<file path="src/rtl/bfu_pipe_if.sv">
// rtl/bfu_pipe_if.sv - stream/handshake bundle for the bfu_pipe butterfly
interface bfu_pipe_if #(
  parameter int DATA_WIDTH = 16,
  parameter int TW_WIDTH   = 16
);
  // input beat handshake and per-beat control
  logic                         in_valid;
  logic                         in_ready;
  logic                         mode_dif;
  logic                         scale;

  // butterfly operands and twiddle
  logic signed [DATA_WIDTH-1:0] A_in_r;
  logic signed [DATA_WIDTH-1:0] A_in_i;
  logic signed [DATA_WIDTH-1:0] B_in_r;
  logic signed [DATA_WIDTH-1:0] B_in_i;
  logic signed [TW_WIDTH-1:0]   twiddleF_r;
  logic signed [TW_WIDTH-1:0]   twiddleF_i;

  // output beat handshake and results
  logic                         out_valid;
  logic                         out_ready;
  logic signed [DATA_WIDTH-1:0] A_out_r;
  logic signed [DATA_WIDTH-1:0] A_out_i;
  logic signed [DATA_WIDTH-1:0] B_out_r;
  logic signed [DATA_WIDTH-1:0] B_out_i;

  modport master (
    output in_valid, mode_dif, scale,
    output A_in_r, A_in_i, B_in_r, B_in_i, twiddleF_r, twiddleF_i,
    output out_ready,
    input  in_ready, out_valid,
    input  A_out_r, A_out_i, B_out_r, B_out_i
  );

  modport slave (
    input  in_valid, mode_dif, scale,
    input  A_in_r, A_in_i, B_in_r, B_in_i, twiddleF_r, twiddleF_i,
    input  out_ready,
    output in_ready, out_valid,
    output A_out_r, A_out_i, B_out_r, B_out_i
  );
endinterface

</file>
<file path="src/rtl/bfu_pipe.sv">
// rtl/bfu_pipe.sv - 3-stage radix-2 DIT/DIF butterfly; BFU_PIPE_OVF_FLAG_EN adds sticky ovf_flag/ovf_clr
module bfu_pipe #(
  parameter int DATA_WIDTH = 16,
  parameter int TW_WIDTH   = 16
) (
  input  logic      clk,
  input  logic      rst,
  bfu_pipe_if.slave bus
`ifdef BFU_PIPE_OVF_FLAG_EN
  ,
  input  logic      ovf_clr,
  output logic      ovf_flag
`endif
);

  // S = A+B / D = A-B need one growth bit; the rounded product keeps three
  localparam int SW = DATA_WIDTH + 1;
  localparam int PW = DATA_WIDTH + 3;
  localparam int MW = DATA_WIDTH + TW_WIDTH + 2;
  localparam int XW = DATA_WIDTH + 5;

  localparam logic signed [MW-1:0] RND  = MW'(1) <<< (TW_WIDTH - 2);
  localparam logic signed [XW-1:0] MAXV = (XW'(1) <<< (DATA_WIDTH - 1)) - XW'(1);
  localparam logic signed [XW-1:0] MINV = -(XW'(1) <<< (DATA_WIDTH - 1));

  // one global advance: every stage moves together or holds together
  logic en;
  logic v1, v2, v3;

  assign en            = !v3 || bus.out_ready;
  assign bus.in_ready  = en;
  assign bus.out_valid = v3;

  // ---------------------------------------------------------------- S1
  logic signed [SW-1:0]       a_r_x, a_i_x, b_r_x, b_i_x;
  logic signed [SW-1:0]       s_r_n, s_i_n, d_r_n, d_i_n;
  logic                       m1, sc1;
  logic signed [SW-1:0]       s1_r, s1_i, d1_r, d1_i;
  logic signed [TW_WIDTH-1:0] w1_r, w1_i;

  assign a_r_x = {bus.A_in_r[DATA_WIDTH-1], bus.A_in_r};
  assign a_i_x = {bus.A_in_i[DATA_WIDTH-1], bus.A_in_i};
  assign b_r_x = {bus.B_in_r[DATA_WIDTH-1], bus.B_in_r};
  assign b_i_x = {bus.B_in_i[DATA_WIDTH-1], bus.B_in_i};

  // DIF does its add/subtract up front; DIT only forwards the operands
  always_comb begin
    s_r_n = a_r_x;
    s_i_n = a_i_x;
    d_r_n = b_r_x;
    d_i_n = b_i_x;
    if (bus.mode_dif) begin
      s_r_n = a_r_x + b_r_x;
      s_i_n = a_i_x + b_i_x;
      d_r_n = a_r_x - b_r_x;
      d_i_n = a_i_x - b_i_x;
    end
  end

  // S1 register: data only loads for a real beat so bubbles leave it untouched
  always_ff @(posedge clk or posedge rst) begin
    if (rst) begin
      v1   <= 1'b0;
      m1   <= 1'b0;
      sc1  <= 1'b0;
      s1_r <= '0;
      s1_i <= '0;
      d1_r <= '0;
      d1_i <= '0;
      w1_r <= '0;
      w1_i <= '0;
    end else if (en) begin
      v1 <= bus.in_valid;
      if (bus.in_valid) begin
        m1   <= bus.mode_dif;
        sc1  <= bus.scale;
        s1_r <= s_r_n;
        s1_i <= s_i_n;
        d1_r <= d_r_n;
        d1_i <= d_i_n;
        w1_r <= bus.twiddleF_r;
        w1_i <= bus.twiddleF_i;
      end
    end
  end

  // ---------------------------------------------------------------- S2
  logic signed [MW-1:0] m_rr, m_ii, m_ri, m_ir;
  logic signed [MW-1:0] pr_full, pi_full;
  logic signed [PW-1:0] p_r_n, p_i_n;
  logic                 m2, sc2;
  logic signed [SW-1:0] s2_r, s2_i;
  logic signed [PW-1:0] p2_r, p2_i;

  assign m_rr    = MW'(d1_r) * MW'(w1_r);
  assign m_ii    = MW'(d1_i) * MW'(w1_i);
  assign m_ri    = MW'(d1_r) * MW'(w1_i);
  assign m_ir    = MW'(d1_i) * MW'(w1_r);
  assign pr_full = m_rr - m_ii;
  assign pi_full = m_ri + m_ir;

  // round half-up back to the Q0 data scale of the twiddle product
  assign p_r_n = PW'((pr_full + RND) >>> (TW_WIDTH - 1));
  assign p_i_n = PW'((pi_full + RND) >>> (TW_WIDTH - 1));

  // S2 register: rounded product plus the pass-through sum term
  always_ff @(posedge clk or posedge rst) begin
    if (rst) begin
      v2   <= 1'b0;
      m2   <= 1'b0;
      sc2  <= 1'b0;
      s2_r <= '0;
      s2_i <= '0;
      p2_r <= '0;
      p2_i <= '0;
    end else if (en) begin
      v2 <= v1;
      if (v1) begin
        m2   <= m1;
        sc2  <= sc1;
        s2_r <= s1_r;
        s2_i <= s1_i;
        p2_r <= p_r_n;
        p2_i <= p_i_n;
      end
    end
  end

  // ---------------------------------------------------------------- S3
  logic signed [XW-1:0]         sx_r, sx_i, px_r, px_i;
  logic signed [XW-1:0]         x_r, x_i, y_r, y_i;
  logic signed [XW-1:0]         xs_r, xs_i, ys_r, ys_i;
  logic                         v3_unused_guard;
  logic signed [DATA_WIDTH-1:0] o_a_r, o_a_i, o_b_r, o_b_i;

  assign sx_r = XW'(s2_r);
  assign sx_i = XW'(s2_i);
  assign px_r = XW'(p2_r);
  assign px_i = XW'(p2_i);

  // DIT combines here; DIF already combined in S1 and just routes S and P
  always_comb begin
    x_r = sx_r + px_r;
    x_i = sx_i + px_i;
    y_r = sx_r - px_r;
    y_i = sx_i - px_i;
    if (m2) begin
      x_r = sx_r;
      x_i = sx_i;
      y_r = px_r;
      y_i = px_i;
    end
  end

  assign xs_r = sc2 ? ((x_r + XW'(1)) >>> 1) : x_r;
  assign xs_i = sc2 ? ((x_i + XW'(1)) >>> 1) : x_i;
  assign ys_r = sc2 ? ((y_r + XW'(1)) >>> 1) : y_r;
  assign ys_i = sc2 ? ((y_i + XW'(1)) >>> 1) : y_i;

  function automatic logic signed [DATA_WIDTH-1:0] clamp(input logic signed [XW-1:0] v);
    if (v > MAXV) return MAXV[DATA_WIDTH-1:0];
    if (v < MINV) return MINV[DATA_WIDTH-1:0];
    return v[DATA_WIDTH-1:0];
  endfunction

  assign o_a_r = clamp(xs_r);
  assign o_a_i = clamp(xs_i);
  assign o_b_r = clamp(ys_r);
  assign o_b_i = clamp(ys_i);

  assign v3_unused_guard = 1'b0;

  // S3 output register: holds steady while the consumer stalls
  always_ff @(posedge clk or posedge rst) begin
    if (rst) begin
      v3          <= 1'b0;
      bus.A_out_r <= '0;
      bus.A_out_i <= '0;
      bus.B_out_r <= '0;
      bus.B_out_i <= '0;
    end else if (en) begin
      v3 <= v2 | v3_unused_guard;
      if (v2) begin
        bus.A_out_r <= o_a_r;
        bus.A_out_i <= o_a_i;
        bus.B_out_r <= o_b_r;
        bus.B_out_i <= o_b_i;
      end
    end
  end

`ifdef BFU_PIPE_OVF_FLAG_EN
  function automatic logic hit(input logic signed [XW-1:0] v);
    return (v > MAXV) || (v < MINV);
  endfunction

  logic s3_clamp;
  assign s3_clamp = hit(xs_r) || hit(xs_i) || hit(ys_r) || hit(ys_i);

  // sticky clamp indicator; a new clamp beats a simultaneous clear
  always_ff @(posedge clk or posedge rst) begin
    if (rst) begin
      ovf_flag <= 1'b0;
    end else if (en && v2 && s3_clamp) begin
      ovf_flag <= 1'b1;
    end else if (ovf_clr) begin
      ovf_flag <= 1'b0;
    end
  end
`endif

endmodule
</file>
<file path="src/flat_wrapper.sv">
// flat-port wrapper written by rule: the top's interface ports become plain ports
module bfu_pipe_flat 
#(
  parameter int DATA_WIDTH = 16,
  parameter int TW_WIDTH   = 16
)
  (clk, rst, bus_in_valid, bus_mode_dif, bus_scale, bus_A_in_r, bus_A_in_i, bus_B_in_r, bus_B_in_i, bus_twiddleF_r, bus_twiddleF_i, bus_out_ready, bus_in_ready, bus_out_valid, bus_A_out_r, bus_A_out_i, bus_B_out_r, bus_B_out_i);
  bfu_pipe_if #(.DATA_WIDTH(DATA_WIDTH), .TW_WIDTH(TW_WIDTH)) bus_i ();
  input  logic clk;
  input  logic rst;
  input wire logic [$bits(bus_i.in_valid)-1:0] bus_in_valid;
  input wire logic [$bits(bus_i.mode_dif)-1:0] bus_mode_dif;
  input wire logic [$bits(bus_i.scale)-1:0] bus_scale;
  input wire logic [$bits(bus_i.A_in_r)-1:0] bus_A_in_r;
  input wire logic [$bits(bus_i.A_in_i)-1:0] bus_A_in_i;
  input wire logic [$bits(bus_i.B_in_r)-1:0] bus_B_in_r;
  input wire logic [$bits(bus_i.B_in_i)-1:0] bus_B_in_i;
  input wire logic [$bits(bus_i.twiddleF_r)-1:0] bus_twiddleF_r;
  input wire logic [$bits(bus_i.twiddleF_i)-1:0] bus_twiddleF_i;
  input wire logic [$bits(bus_i.out_ready)-1:0] bus_out_ready;
  output wire logic [$bits(bus_i.in_ready)-1:0] bus_in_ready;
  output wire logic [$bits(bus_i.out_valid)-1:0] bus_out_valid;
  output wire logic [$bits(bus_i.A_out_r)-1:0] bus_A_out_r;
  output wire logic [$bits(bus_i.A_out_i)-1:0] bus_A_out_i;
  output wire logic [$bits(bus_i.B_out_r)-1:0] bus_B_out_r;
  output wire logic [$bits(bus_i.B_out_i)-1:0] bus_B_out_i;
  assign bus_i.in_valid = bus_in_valid;
  assign bus_i.mode_dif = bus_mode_dif;
  assign bus_i.scale = bus_scale;
  assign bus_i.A_in_r = bus_A_in_r;
  assign bus_i.A_in_i = bus_A_in_i;
  assign bus_i.B_in_r = bus_B_in_r;
  assign bus_i.B_in_i = bus_B_in_i;
  assign bus_i.twiddleF_r = bus_twiddleF_r;
  assign bus_i.twiddleF_i = bus_twiddleF_i;
  assign bus_i.out_ready = bus_out_ready;
  assign bus_in_ready = bus_i.in_ready;
  assign bus_out_valid = bus_i.out_valid;
  assign bus_A_out_r = bus_i.A_out_r;
  assign bus_A_out_i = bus_i.A_out_i;
  assign bus_B_out_r = bus_i.B_out_r;
  assign bus_B_out_i = bus_i.B_out_i;
  bfu_pipe #(.DATA_WIDTH(DATA_WIDTH), .TW_WIDTH(TW_WIDTH)) u_core (.clk(clk), .rst(rst), .bus(bus_i));
endmodule
</file>
<file path="config.mk">
export PLATFORM = sky130hd
export DESIGN_NAME = bfu_pipe_flat
export DESIGN_NICKNAME = d
export VERILOG_FILES = /design/src/rtl/bfu_pipe_if.sv /design/src/rtl/bfu_pipe.sv /design/src/flat_wrapper.sv
export SDC_FILE = /design/constraint.sdc
export NUM_CORES = 2
export LEC_CHECK = 0
export CAP_MARGIN = 0
export CORE_ASPECT_RATIO = 1.1
export CORE_MARGIN = 2
export CORE_UTILIZATION = 60
export DETAILED_ROUTE_END_ITERATION = 8
export HOLD_SLACK_MARGIN = 0.15
export MAX_ROUTING_LAYER = met4
export PLACE_DENSITY = 0.81
export SYNTH_ARGS = -nofsm -noshare
export SYNTH_HDL_FRONTEND = slang
export SYNTH_SLANG_ARGS = --single-unit
</file>
<file path="constraint.sdc">
create_clock -name clk -period 8 [get_ports clk]
set_clock_uncertainty 0.1 [all_clocks]
set_input_delay 0.8 -clock clk [delete_from_list [all_inputs] [get_ports clk]]
set_output_delay 0.8 -clock clk [all_outputs]
set_load 0.02 [all_outputs]
</file>
# == Word-level counts from Yosys, hierarchy flattened ==
# Cells that the tools add are included.
# op_classes
add_sub_neg,16
n_mul,4
magnitude_cmp,8
n_mux,40
reduce_logical,5
# ops
op,n
$mux 16,16
$mux 21,8
$mul 17x16->33,4
$add 21x2->21 const B,4
$gt 21x16->1 const B,4
$lt 21x16->1 const B,4
$add 34x16->34 const B,2
$mux 17,4
$add 17x19->20,2
$sub 17x19->20,2
$add 16x16->17,2
$add 34x34->34,1
$sub 16x16->17,2
$sub 34x34->34,1
$mux 1,12
$reduce_and 2->1,3
$logic_not 1->1,1
$logic_or 1x1->1,1
# word_totals
ff_bits,243
wordCells,94

# == Logic depth before layout (Yosys ltp) ==
# logic_depth
depth_word,9
ltp_mapped,38

# == Least setup slack after synthesis ==
# Ideal clock, no wire load.
# synth_path
path_kind,reg2reg
start,register u_core.w1_i[1]
end,register u_core.p2_r[18]
setup_time_ps,83
arrival_ps,8216
t_required_ps,7817
slack_ps,-398
path_stages_with_launch,34
synth_period_minus_slack_ps,8398
cell_sequence,dfrtp_1 -> clkbuf_1 -> clkbuf_1 -> nand2_1 -> fa_1 -> fa_1 -> fa_1 -> fa_1 -> inv_1 -> fa_1 -> inv_1 -> fa_1 -> inv_1 -> ha_1 -> a21oi_1 -> nor2b_1 -> a311oi_1 -> a211oi_1 -> o31ai_1 -> nand2b_1 -> a21o_1 -> a21o_1 -> a21oi_1 -> xor2_1 -> ha_1 -> ha_1 -> and3_1 -> a21bo_2 -> o311ai_0 -> a41oi_1 -> a21oi_1 -> o21bai_1 -> xor2_1 -> o21ai_0
# synth_via
elab_chain_len,3
# synth_rtl
item,line_no,source
from (decl),bfu_pipe.sv:39,"logic signed [TW_WIDTH-1:0] w1_r, w1_i;"
from (signal assigned),bfu_pipe.sv:82,w1_i <= bus.twiddleF_i;
$mul 17x16->33,bfu_pipe.sv:96,assign m_ii = MW'(d1_i) * MW'(w1_i);
$sub 34x34->34,bfu_pipe.sv:99,assign pr_full = m_rr - m_ii;
$add 34x16->34,bfu_pipe.sv:103,assign p_r_n = PW'((pr_full + RND) >>> (TW_WIDTH - 1));
to (signal assigned),bfu_pipe.sv:123,p2_r <= p_r_n;
to (decl),bfu_pipe.sv:93,"logic signed [PW-1:0] p2_r, p2_i;"
# Every way passes these cells.
# A chain may end at the register's enable or synchronous reset.

# == Worst setup path in the final report ==
# layout_path
start,register u_core.w1_i[6]
end,register u_core.p2_i[18]
# layout_via
elab_chain_len,3
# layout_rtl
item,line_no,source
$mul 17x16->33,bfu_pipe.sv:97,assign m_ri = MW'(d1_r) * MW'(w1_i);
$add 34x34->34,bfu_pipe.sv:100,assign pi_full = m_ri + m_ir;
$add 34x16->34,bfu_pipe.sv:104,assign p_i_n = PW'((pi_full + RND) >>> (TW_WIDTH - 1));
to (signal assigned),bfu_pipe.sv:124,p2_i <= p_i_n;
to (decl),bfu_pipe.sv:93,
# Every way passes these cells.

==> impl_metrics.toml <==
[outcome]
status = "finished, violations left"
failed_checks = "negative setup slack"

[global_routing]
grt_pass1_wl_microns = 293000
first_global_vias = 56200
globalRouteOverflowTotal = 0
grt_start_max_net_pins = 140
grt_antenna_before_repair = 6
grtUsageTotal = 0.354

[logic_synthesis]
synth_warnings = 0
synth_top_cells_by_area = "fa_1 (35%), ha_1 (12%), dfrtp_1 (9.6%), inv_1 (8.5%), nand2_1 (5.3%)"
mappedNetlistNets = 9132
syn-instance-count = 7312
ys_seq_area_frac = 0.0960
summed_instance_area_of_the_synthesized_netlist_sq_um = 63300
synth.lib_cells_used.distinct = 108
synth_seq_cells = 243
post_synth.cell_area_avg_sq_um = 8.66
synth_enable_flop_cells = 0
synthArstFlopShare = 1.00
synth.top_cell.area_share = 0.352
dominantRegCellSynth = "dfrtp_1"
synth.largest_area_cell = "fa_1"

[cells_and_area]
final_util = 0.704
postLayoutCellArea_sq_um = 74000
final_nets = 9709
post_layout_nonfiller_instances = 9317
area_delta_synth_final_pct = 16.8
drive_gt1_frac = 0.144

[clock_tree]
cts.path.max_buffers = 3
cts_tree = "built"
clock_h_tree_levels = 1
clk_transition_reported_paths_ns = 0.07
cts.hold.buffers_added = 0
total_number_of_clock_tree_sinks = 243
clkLatencyLatePin_ns = 0.64
cts_root_buffer = "clkbuf_16"
cts_buf_count = 30

[worst_hold_path]
holdCritPathClass = "register to register"
timing.hold.worst_path_depth = 1

[sta]
timing_worst_slew_pin_value_ns = 1.21
number_of_hold_violations_in_the_final_report = 0
final_min_period_over_clock_period = 1.07
post-route-min-period_ns = 8.52
finalHoldWorstSlack_ns = 0.372
final_critical_path_setup_slack_ns = -0.520
drv_slew = 0
max_slew_margin = 0.185
rsz0062_at_grt = "yes"
timing.final.setup_violations = 23
max_clock_freq_mhz = 117

[critical_path]
arrival_ns = 8.91
length_in_cells_of_the_worst_reg_to_reg_path = 34
worst_path_largest_cell_delay_ns = 0.55
timing.critical_path.buf_inv = 4
timing_worst_setup_path_type = "register to register"
crit_required_ns = 8.39
cpLargestDelayFamily = "adder cells"
worst-path-stages = 34
largest_fanout_of_any_net_on_the_critical_path = 5
timing.critical_path.mode_cell = "fa_1"
crit_path_start_kind = "register"
cp-end-kind = "register"
crit_path_top_delay_cell = "fa_1"

[die]
row_count = 125
die_height_microns = 345
floorplan.initialDensity = 0.603
io-pin-count = 168
coreArea_sq_um = 105000
die_w_microns = 314
die_area_sq_um = 108000

[placement]
routabilityCongestion = 1.04
placed_area_sq_um = 70800
buffer_ports.inserted = 167
dp_hpwl_microns = 149000
dp.cells = 9186

[drt]
vias = 53500
drt.antenna.violating_nets = 0
detail_route.drc_violations = 0
drt-initial-drc-count = 4096
drtPass1Iterations = 7
vias_per_cell = 5.74
wl_per_cell_microns = 19.7
routed_wirelength_microns = 183000

[run]
max_cap_viol_count = 0
-- per-stage QoR --
step	TNS, ns	setup slack [ns]
after floorplan	0	0.00511
after global placement	-6.99	-0.544
after detailed placement	-12.27	-0.808
after CTS	-3.29	-0.331
after global routing	-12.82	-0.769
final	-6.95	-0.520
-- cells by family after synthesis --
group / share of synthesized area
simple gates: 0.166
buf+inv: 0.108
fa+ha+maj: 0.471
compound gates: 0.111
xor+xnor: 0.0339
flops: 0.0960
mux: 0.0147
-- worst paths after layout --
path | from | to | slack [ns]
setup / recovery | u_core.w1_i[6]$_DFFE_PP0P_ | u_core.p2_i[18]$_DFFE_PP0P_ | -0.52
hold / removal | u_core.s1_r[13]$_DFFE_PP0P_ | u_core.s1_r[13]$_DFFE_PP0P_ | 0.37
setup reg to reg | u_core.w1_i[6]$_DFFE_PP0P_ | u_core.p2_i[18]$_DFFE_PP0P_ | -0.52
hold reg to reg | u_core.s1_r[13]$_DFFE_PP0P_ | u_core.s1_r[13]$_DFFE_PP0P_ | 0.37
max in group asynchronous | rst | u_core.w1_r[5]$_DFFE_PP0P_ | 5.84
min in group asynchronous | rst | u_core.s2_r[2]$_DFFE_PP0P_ | 0.58
-- final cells by class --
cell class,instances,area (sq um)
Fill cell,7797,31100
Clock buffer,41,843
Inverter,1439,5410
Timing Repair Buffer,893,7830
Tap cell,1397,1750
Clock inverter,14,148
Antenna cell,8,20.0
Multi-Input combinational cell,5282,51900
Sequential cell,243,6100
-- cells in the final DEF, fill, tap and decap left out, types with 218 or more instances in the layout --
cell type,instances
buf_4,649
nor2_1,324
nand2_1,889
o21ai_0,218
and2_1,492
ha_1,563
fa_1,1097
inv_1,1420
a21oi_1,254
dfrtp_1,226
-- cell usage after synthesis, types with 18 or more instances --
cell type,instances
nand4_1,22
and3_1,38
buf_2,22
nor2_1,334
o211ai_1,23
ha_1,606
nor3_1,88
mux2i_1,41
or2_2,28
fa_1,1112
xnor2_1,189
inv_1,1435
a21oi_1,287
o21bai_1,32
a211oi_1,28
o22a_1,18
o21ai_0,254
dfrtp_1,243
buf_1,18
a211o_1,19
xor2_1,56
nand3_1,67
mux2_2,46
clkbuf_1,294
nor3b_1,18
or3_1,32
nor2b_1,41
a31oi_1,34
nand2b_1,65
and2_1,507
o21a_1,36
a21o_1,72
nand2_1,894
o31ai_1,29
-- per-layer routing --
layer / vias up / routed length [microns] / track usage
met1: 26800 / 68800 / 0.418
met5: - / 0 / -
met2: 2176 / 89500 / 0.587
li1: 24000 / - / -
met4: 0 / 13100 / 0.206
met3: 579 / 12000 / 0.0403
-- worst register-to-register path: cells and delay by family, from the launching register on --
kind / cells / cell delay, ns
xor gates and xnor gates: 2 / 0.34
AOI/OAI and AO/OA: 15 / 2.46
and+or+nand+nor: 4 / 0.72
adders and majority gates: 9 / 3.91
buffers and inverters: 4 / 0.40
DFF: 1 / 0.45
-- registers in the layout (all words and copies together), names as in the netlist, 16 cells and up --
name,count
u_core.s1_i,17
u_core.s1_r,17
u_core.s2_i,17
u_core.s2_r,17
u_core.w1_r,16
u_core.bus.A_out_i,16
u_core.p2_r,19
u_core.d1_r,17
u_core.bus.B_out_i,16
u_core.bus.A_out_r,16
u_core.w1_i,16
u_core.p2_i,19
u_core.bus.B_out_r,16
u_core.d1_i,17
-- repair_timing --
item                                    4_1_cts  5_1_grt
buffers inserted                             51       21
gates resized for setup                     205      117
pin swaps                                   141       51
cloned                                        1        1
endpoints found under the setup margin       25       30
Power is left out: the tool's default activity adds up to more than one toggle a clock period on the data nets, which glitch-free logic cannot reach.
